**config.mk**
```make
export PLATFORM = sky130hd
export DESIGN_NAME = instr_fetch_queue
export DESIGN_NICKNAME = d
export VERILOG_FILES = /design/src/rtl/instr_fetch_queue.sv
export SDC_FILE = /design/constraint.sdc
export NUM_CORES = 1
export LEC_CHECK = 0
export CAP_MARGIN = 0
export CELL_PAD_IN_SITES_DETAIL_PLACEMENT = 1
export CELL_PAD_IN_SITES_GLOBAL_PLACEMENT = 1
export CORE_UTILIZATION = 46
export DETAILED_ROUTE_END_ITERATION = 10
export DONT_BUFFER_PORTS = 1
export HOLD_SLACK_MARGIN = 0.02
export PLACE_DENSITY_LB_ADDON = 0.08
export SLEW_MARGIN = 10
export SYNTH_ARGS = -nofsm -noshare
export SYNTH_HDL_FRONTEND = slang
export SYNTH_SLANG_ARGS = --single-unit
```
**constraint.sdc**
```tcl
create_clock -name clk_i -period 3.1 [get_ports clk_i]
set_clock_uncertainty 0.05 [all_clocks]
set_input_delay 0.31 -clock clk_i [delete_from_list [all_inputs] [get_ports clk_i]]
set_output_delay 0.31 -clock clk_i [all_outputs]
set_load 0.005 [all_outputs]
```
**src/rtl/instr_fetch_queue.sv**
```systemverilog
// Instruction fetch front end: owns the fetch PC, keeps one request outstanding to a
// variable-latency instruction memory and buffers {pc+4, instr} pairs in a show-ahead FIFO.
module instr_fetch_queue #(
  parameter int          DEPTH    = 4,
  parameter logic [31:0] RESET_PC = 32'd0
) (
  input  logic        clk_i,
  input  logic        rst_i,
  input  logic        redirect_i,
  input  logic [31:0] redirect_pc_i,
  output logic        imem_req_o,
  output logic [31:0] imem_addr_o,
  input  logic        imem_rvalid_i,
  input  logic [31:0] imem_rdata_i,
  output logic        if_valid_o,
  output logic [31:0] if_instr_o,
  output logic [31:0] if_pc_plus_four_o,
  input  logic        id_stall_i
);

  localparam int AW = $clog2(DEPTH);
  localparam logic [AW:0] FULL_CNT = (AW+1)'(DEPTH);

  typedef enum logic [1:0] {
    ST_IDLE = 2'd0,
    ST_REQ  = 2'd1,
    ST_WAIT = 2'd2,
    ST_DROP = 2'd3
  } state_t;

  state_t        r_state;
  logic [31:0]   r_pc;
  logic [AW:0]   r_count;
  logic [AW-1:0] r_wr_ptr;
  logic [AW-1:0] r_rd_ptr;
  logic          r_req;
  logic [31:0]   r_addr;
  logic [31:0]   r_instr_mem [DEPTH];
  logic [31:0]   r_pc4_mem   [DEPTH];

  state_t        w_state_next;
  logic [31:0]   w_pc_next;
  logic [31:0]   w_pc_plus4;
  logic [AW:0]   w_count_next;
  logic          w_rsp;
  logic          w_push;
  logic          w_pop;

  assign w_pc_plus4 = r_pc + 32'd4;
  assign w_rsp      = (r_state == ST_WAIT) && imem_rvalid_i;
  assign w_push     = w_rsp && !redirect_i;
  assign w_pop      = (r_count != '0) && !id_stall_i && !redirect_i;

  // Redirect wins over every other event: queue empties and the PC jumps.
  always_comb begin
    w_count_next = r_count;
    w_pc_next    = r_pc;
    if (redirect_i) begin
      w_count_next = '0;
      w_pc_next    = redirect_pc_i;
    end else begin
      w_count_next = r_count + (AW+1)'(w_push) - (AW+1)'(w_pop);
      if (w_rsp) begin
        w_pc_next = w_pc_plus4;
      end else begin
        w_pc_next = r_pc;
      end
    end
  end

  // Fetch FSM transition; a redirect with a request in flight parks in DROP to eat its response.
  always_comb begin
    w_state_next = r_state;
    case (r_state)
      ST_IDLE: begin
        if (redirect_i || (r_count < FULL_CNT)) w_state_next = ST_REQ;
        else                                    w_state_next = ST_IDLE;
      end
      ST_REQ: begin
        if (redirect_i) w_state_next = ST_DROP;
        else            w_state_next = ST_WAIT;
      end
      ST_WAIT: begin
        if (imem_rvalid_i) begin
          if (w_count_next < FULL_CNT) w_state_next = ST_REQ;
          else                         w_state_next = ST_IDLE;
        end else if (redirect_i) begin
          w_state_next = ST_DROP;
        end else begin
          w_state_next = ST_WAIT;
        end
      end
      ST_DROP: begin
        if (imem_rvalid_i) w_state_next = ST_REQ;
        else               w_state_next = ST_DROP;
      end
      default: w_state_next = ST_IDLE;
    endcase
  end

  always_ff @(posedge clk_i or negedge rst_i) begin
    if (!rst_i) begin
      r_state  <= ST_IDLE;
      r_pc     <= RESET_PC;
      r_count  <= '0;
      r_wr_ptr <= '0;
      r_rd_ptr <= '0;
      r_req    <= 1'b0;
      r_addr   <= 32'd0;
    end else begin
      r_state <= w_state_next;
      r_pc    <= w_pc_next;
      r_count <= w_count_next;
      if (redirect_i) begin
        r_wr_ptr <= '0;
        r_rd_ptr <= '0;
      end else begin
        if (w_push) r_wr_ptr <= r_wr_ptr + AW'(1);
        if (w_pop)  r_rd_ptr <= r_rd_ptr + AW'(1);
      end
      r_req  <= (w_state_next == ST_REQ);
      r_addr <= (w_state_next == ST_REQ) ? w_pc_next : 32'd0;
    end
  end

  // Storage needs no reset: contents are only visible while the entry is counted.
  always_ff @(posedge clk_i) begin
    if (w_push) begin
      r_instr_mem[r_wr_ptr] <= imem_rdata_i;
      r_pc4_mem[r_wr_ptr]   <= w_pc_plus4;
    end
  end

  assign imem_req_o        = r_req;
  assign imem_addr_o       = r_addr;
  assign if_valid_o        = (r_count != '0);
  assign if_instr_o        = if_valid_o ? r_instr_mem[r_rd_ptr] : 32'd0;
  assign if_pc_plus_four_o = if_valid_o ? r_pc4_mem[r_rd_ptr]   : 32'd0;

endmodule

```
======== After elaboration in Yosys (flattened, before gate mapping) ========
Memories as Yosys holds them, arrays and structs flattened.
Index checks and enable logic that the tools add are counted.
word-level totals
  bits in writable memories ............... 256
  memories kept ........................... 2
  bits in registers ....................... 74
  output and inout port bits .............. 98
  logic and storage cells ................. 49
  input port bits ......................... 69
operators by class
  reductions and logical operators ........ 11
  multiplexer cells ....................... 18
  equality and inequality tests ........... 4
  order comparisons ....................... 2
  add/sub/neg operators ................... 5
memories
  name         words  width  rd ports  clocked after memory_dff  write ports  line  text
  r_instr_mem  4      32     1         0                         1            38    logic [31:0] r_instr_mem [DEPTH];
  r_pc4_mem    4      32     1         0                         1            39    logic [31:0] r_pc4_mem [DEPTH];
operators with widths
  operator                                             number
  two-way mux 32 bit                                   5
  adder 32 x 3 -> 32 bit, second input constant        1
  two-way mux 2 bit                                    6
  one-hot mux 2 bit (4 select lines)                   1
  < comparator 3 bit, second input constant            2
  two-way mux 1 bit                                    5
  adder 2 x 1 -> 2 bit, second input constant          2
  equality test 2 x 1 -> 1 bit, second input constant  2
  equality test 2 bit, second input constant           2
  logical AND 1 bit                                    4
  nonzero test 2 bit                                   2
  adder 3 x 1 -> 3 bit                                 1
  two-way mux 3 bit                                    1
  nonzero test 3 bit                                   1
  subtractor 3 x 1 -> 3 bit                            1
  logical NOT 1 bit                                    2
  logical NOT 2 bit                                    1
  logical OR 1 bit                                     1

======== Depth between registers and ports, before layout ========
  word-level depth ........................ 12
  gate-level depth with buffers ........... 17
  gate-level depth less buffers ........... 13

======== Least setup slack after synthesis ========
OpenSTA, ideal clock, no wires.
  kind .................................... reg2reg
  start point ............................. reg r_state[1]
  end point ............................... reg r_addr[28], in the netlist imem_addr_o[28]
  cell stages (with the launch flop) ...... 18
  path buffers ............................ 4
  setup slack ............................. 0.055 ns
  clock period less this slack ............ 3.045 ns
  data arrival time ....................... 2.854 ns
  setup time .............................. 0.142 ns
  data required time ...................... 2.908 ns
  cell sequence ........................... dfrtp_1 > buf_2 > nand3b_4 > buf_1 > nor2_1 > inv_1 > ha_1 > inv_1 > ha_1 > inv_1 > fa_1 > xnor3_1 > o31ai_1 > nand2_1 > nand2_1 > buf_2 > buf_2 > a211oi_1
between the ends
  longest elaborated chain between the ends .. 12
  elaborated cells on any way between the ends .. 17
  classes of those cells .................. add/sub: 2; order compare: 1; eq/ne: 4; mux: 7; reduce/logical: 3
ends and longest elaborated chain
  what                                line    text
  start, declared                     31      state_t r_state;
  start signal, assigned              111     r_state <= w_state_next;
  equality test 2 bit                 50, 74
  logical AND 1 bit                   50      assign w_rsp = (r_state == ST_WAIT) && imem_rvalid_i;
  logical AND 1 bit                   51      assign w_push = w_rsp && !redirect_i;
  adder 3 x 1 -> 3 bit                62      w_count_next = r_count + (AW+1)'(w_push) - (AW+1)'(w_pop);
  subtractor 3 x 1 -> 3 bit           62
  two-way mux 3 bit                   58      if (redirect_i) begin
  < comparator 3 bit                  85      if (w_count_next < FULL_CNT) w_state_next = ST_REQ;
  two-way mux 1 bit                   85
  two-way mux 2 bit                   84      if (imem_rvalid_i) begin
  one-hot mux 2 bit (4 select lines)  74      case (r_state)
  equality test 2 x 1 -> 1 bit        122     r_addr <= (w_state_next == ST_REQ) ? w_pc_next : 32'd0;
  two-way mux 32 bit (*)              122
  end signal, assigned                122
  end, declared                       37      logic [31:0] r_addr;
Mark *: on every way between the ends. The rest lies on a longest branch, timed or not.
A chain may end at the register's enable or synchronous reset.

======== Final worst setup path ========
  start point ............................. reg r_state[0]
  end point ............................... reg r_addr[16], in the netlist imem_addr_o[16]
Same word-level chain as after synthesis.

==> metrics.txt <==
Pleak=5.467 nW; crit path DAT=3.21 ns; Slew HR=58.47%; worst r2r src=r_state[0]$_DFF_PN0_; wire length per cell=23.11 microns; most frequent CP cell=inv_1; Final Critical Period=2.898 ns; Max Clk Rate=345.0 MHz; Distinct cells, synth=49; n_diodes=0; Inst Count DP=1182; worst vdd ir=443.2 uV; Post-DRT Antenna Nets=0; drt total wl=30440 microns; layout cell share with drive strength beyond 1=18.65%; postcts setup bufs=0; CTS tree=done; drt initial violations=334; clk_lat worst skew=0.52 ns; Synth Flop Type=edfxtp_1; total number of vias=7329; hold path start=imem_rvalid_i; DR pass1 iterations=4; hold worst-path end=r_state[0]$_DFF_PN0_; Pwr per Cell Area=695.4 nW/um^2; Post-Layout Cell Count=1317; Slew @ Worst Pin=0.6181 ns; fraction of registers with async set/reset=22.42%; die area=30500 sq um; Mapped Area=13710 sq um; grt total ovfl=0; first-pass GRT wire length=48210 microns; All-Layer GR Usage=20.76%; Die X=174.6 microns; num ports=167; final setup vio count=0; fin nets=984; CP required=3.41 ns; final core area utilization=55.68%; Final Hold Slack=0.06320 ns; fin crit share=93.49%; register-to-register setup slack=0.20 ns; Final Max Tran Viols=0; clock root cell=clkbuf_16; Die Y=174.6 microns; Worst setup SP type=flop; core box area=29010 sq um; hold depth=3; area leader, netlist=edfxtp_1; Clock transition at path regs=0.06 ns; RSZ-0062 raised after global routing=no; Avg Cell Area, Syn=16.60 sq um; Yosys top cell area share=56.07%; R2R cell count=14; crit end category=flop; Seq/Total Area, Yosys=69.58%; CP max-delay cell=dfrtp_1; largest net degree at the start of global routing=75; vias per cell=5.565; number of global-route vias before repair=8217; layout overhead on the synthesized area=17.82%; Hold Vio Cnt, Final=0; Hold Crit Class=in2reg; crit path cell chain=nand3b_4 -> nor2_1 -> inv_1 -> ha_1 -> inv_1 -> ha_1 -> inv_1 -> fa_1 -> xnor3_1 -> o31ai_2 -> nand2_2 -> nand2_2 -> buf_4 -> a211oi_1; DP Wirelength=19520 microns; Gate Count Post-Synth=826; Critical Path Max Stage Delay=0.45 ns; initial antenna violation count=0; # port buffers=0; clock sink count=330; Initial Util=47.25%; H-tree depth=2; reg2reg end=imem_addr_o[16]$_DFF_PN0_; largest cells by area after synthesis=edfxtp_1, dfrtp_1, mux4_2; DR DRC count=0; Critical Path Fanout Max=9; Syn Nets=903; CTS Buf Count=36; post-route setup TNS=0 ns; flops & latches, synth=330; row cnt=62; crit path kind=reg2reg; number of max-cap violations=0; Placer Congestion=0.7897; Post-synth EDFFs=256; yosys warns=0; CTS Buffer Depth=3; outcome=completed
[registers in the layout (all words and copies together), names as in the netlist]
signal	count
r_pc	32
r_state	2
r_count	3
r_rd_ptr	2
r_instr_mem	128
r_wr_ptr	2
imem_req_o	1
imem_addr_o	32
r_pc4_mem	128
[report_power, final]
| part | internal, mW | switching [mW] | leakage, nW |
|---|---|---|---|
| Sequential | 4.97 | 0.252 | 3.21 |
| Clock | 2.48 | 1.64 | 0.550 |
| Combinational | 0.899 | 0.993 | 1.71 |
[how the worst max path moves through the flow]
stage / startpoint / endpoint / slack, ns
2_1_floorplan: r_state[1]$_DFF_PN0_ / imem_addr_o[28]$_DFF_PN0_ / 0.05
3_3_place_gp: r_count[1]$_DFF_PN0_ / imem_addr_o[27]$_DFF_PN0_ / 0.29
3_5_place_dp: r_count[1]$_DFF_PN0_ / imem_addr_o[22]$_DFF_PN0_ / 0.03
4_1_cts: r_count[2]$_DFF_PN0_ / imem_addr_o[17]$_DFF_PN0_ / 0.02
5_1_grt: r_count[1]$_DFF_PN0_ / imem_addr_o[16]$_DFF_PN0_ / 0.02
6_report: r_state[0]$_DFF_PN0_ / imem_addr_o[16]$_DFF_PN0_ / 0.20
[cells in the final DEF (no fill, tap or decap), types with 3 or more instances in the layout]
cell type      count
inv_1             15
and3_1             8
xor2_1            22
nor4_2             5
buf_12             7
and3_4             4
nor2_1            47
clkbuf_16         39
nor3_1            20
o31a_1             7
dfrtp_1           72
nor3_2             3
xnor2_1           27
buf_4             16
a31o_2             3
nor4_1             9
clkinv_1           5
dlygate4sd3_1     69
and4_1             4
nand2_1           29
and2_1            67
a211oi_1          11
o21ai_0           10
nand3_1            7
nand4_1           17
ha_1               7
mux4_2            64
a21oi_1           19
nor2b_1           10
clkbuf_1          13
edfxtp_1         256
[stage by stage]
stage	power [mW]	worst slack, ns	instance area [sq um]
2_1_floorplan	6.566	0.05459	13710
3_3_place_gp	7.058	0.2885	14230
3_5_place_dp	7.112	0.02737	14230
4_1_cts	11.39	0.01519	16130
5_1_grt	11.72	0.02443	16150
6_report	11.23	0.2017	16150
[per-layer routing]
metal  routed length, microns  GRT usage [%]  vias to the layer above  share of wire [%]
met5                        0              0                        -                  0
met4                      478          4.638                        0                1.6
met3                     1115          3.438                       37                3.7
met2                    15640          36.27                      166                 51
met1                    13200          27.35                     3827                 43
li1                         -              -                     3299                  -
[synthesized netlist by cell type, types with 2 or more instances]
master,count
a211oi_2,2
clkbuf_2,2
xor2_1,22
or4_4,2
nor3_2,3
and3_1,12
edfxtp_1,256
nand2b_1,2
a21oi_1,19
buf_2,19
mux4_2,64
a211oi_1,11
and2_1,67
dfrtp_1,74
mux2_2,2
a31o_2,3
o31a_1,7
buf_1,7
and4_1,4
nor4_2,5
nand4_2,2
clkbuf_1,21
ha_1,7
inv_1,16
nor2b_1,10
nor2_1,47
nand4_1,17
nand3_4,2
nor4_1,9
o21ai_0,10
nor3_1,21
xnor2_1,27
nor4_4,2
nand3_1,7
nand2_1,31
[cell families (layout without fill, tap and decap cells)]
group / Yosys count / after routing / share of synthesized area, %
flops: 330 / 330 / 69.58
simple gates: 248 / 248 / 10.81
buf+inv: 68 / 175 / 2.136
mux: 67 / 67 / 10.75
compound gates: 55 / 55 / 2.638
xor+xnor: 50 / 50 / 3.295
fa+ha+maj: 8 / 8 / 0.7849
[area by class of cell]
cell class	instances	area (sq um)
fill	2662	12860
sequential	330	9544
multi-input combinational	428	3919
clock buffer	53	1032
timing repair buffer	94	993.5
tap	384	480.5
clock inverter	11	120.1
inverter	17	63.81
[worst max-delay path: cells and delay by family, from the launching register on]
kind                     cells  cell delay (ns)
adder cells (fa/ha/maj)      3             0.79
AND/OR/NAND/NOR              4             0.54
flip-flops                   1             0.45
buffers and inverters        4             0.36
AO/OA/AOI/OAI                2             0.32
XOR/XNOR                     1             0.22
[timing repair]
item | 4_1_cts | 5_1_grt
hold endpoints to repair | 268 | 0
resized for setup | 1 | 6
pin swaps | 0 | 0
endpoints found under the setup margin | 22 | 29
hold buffers | 71 | 0
No activity file was read; power rests on OpenSTA's default activity.
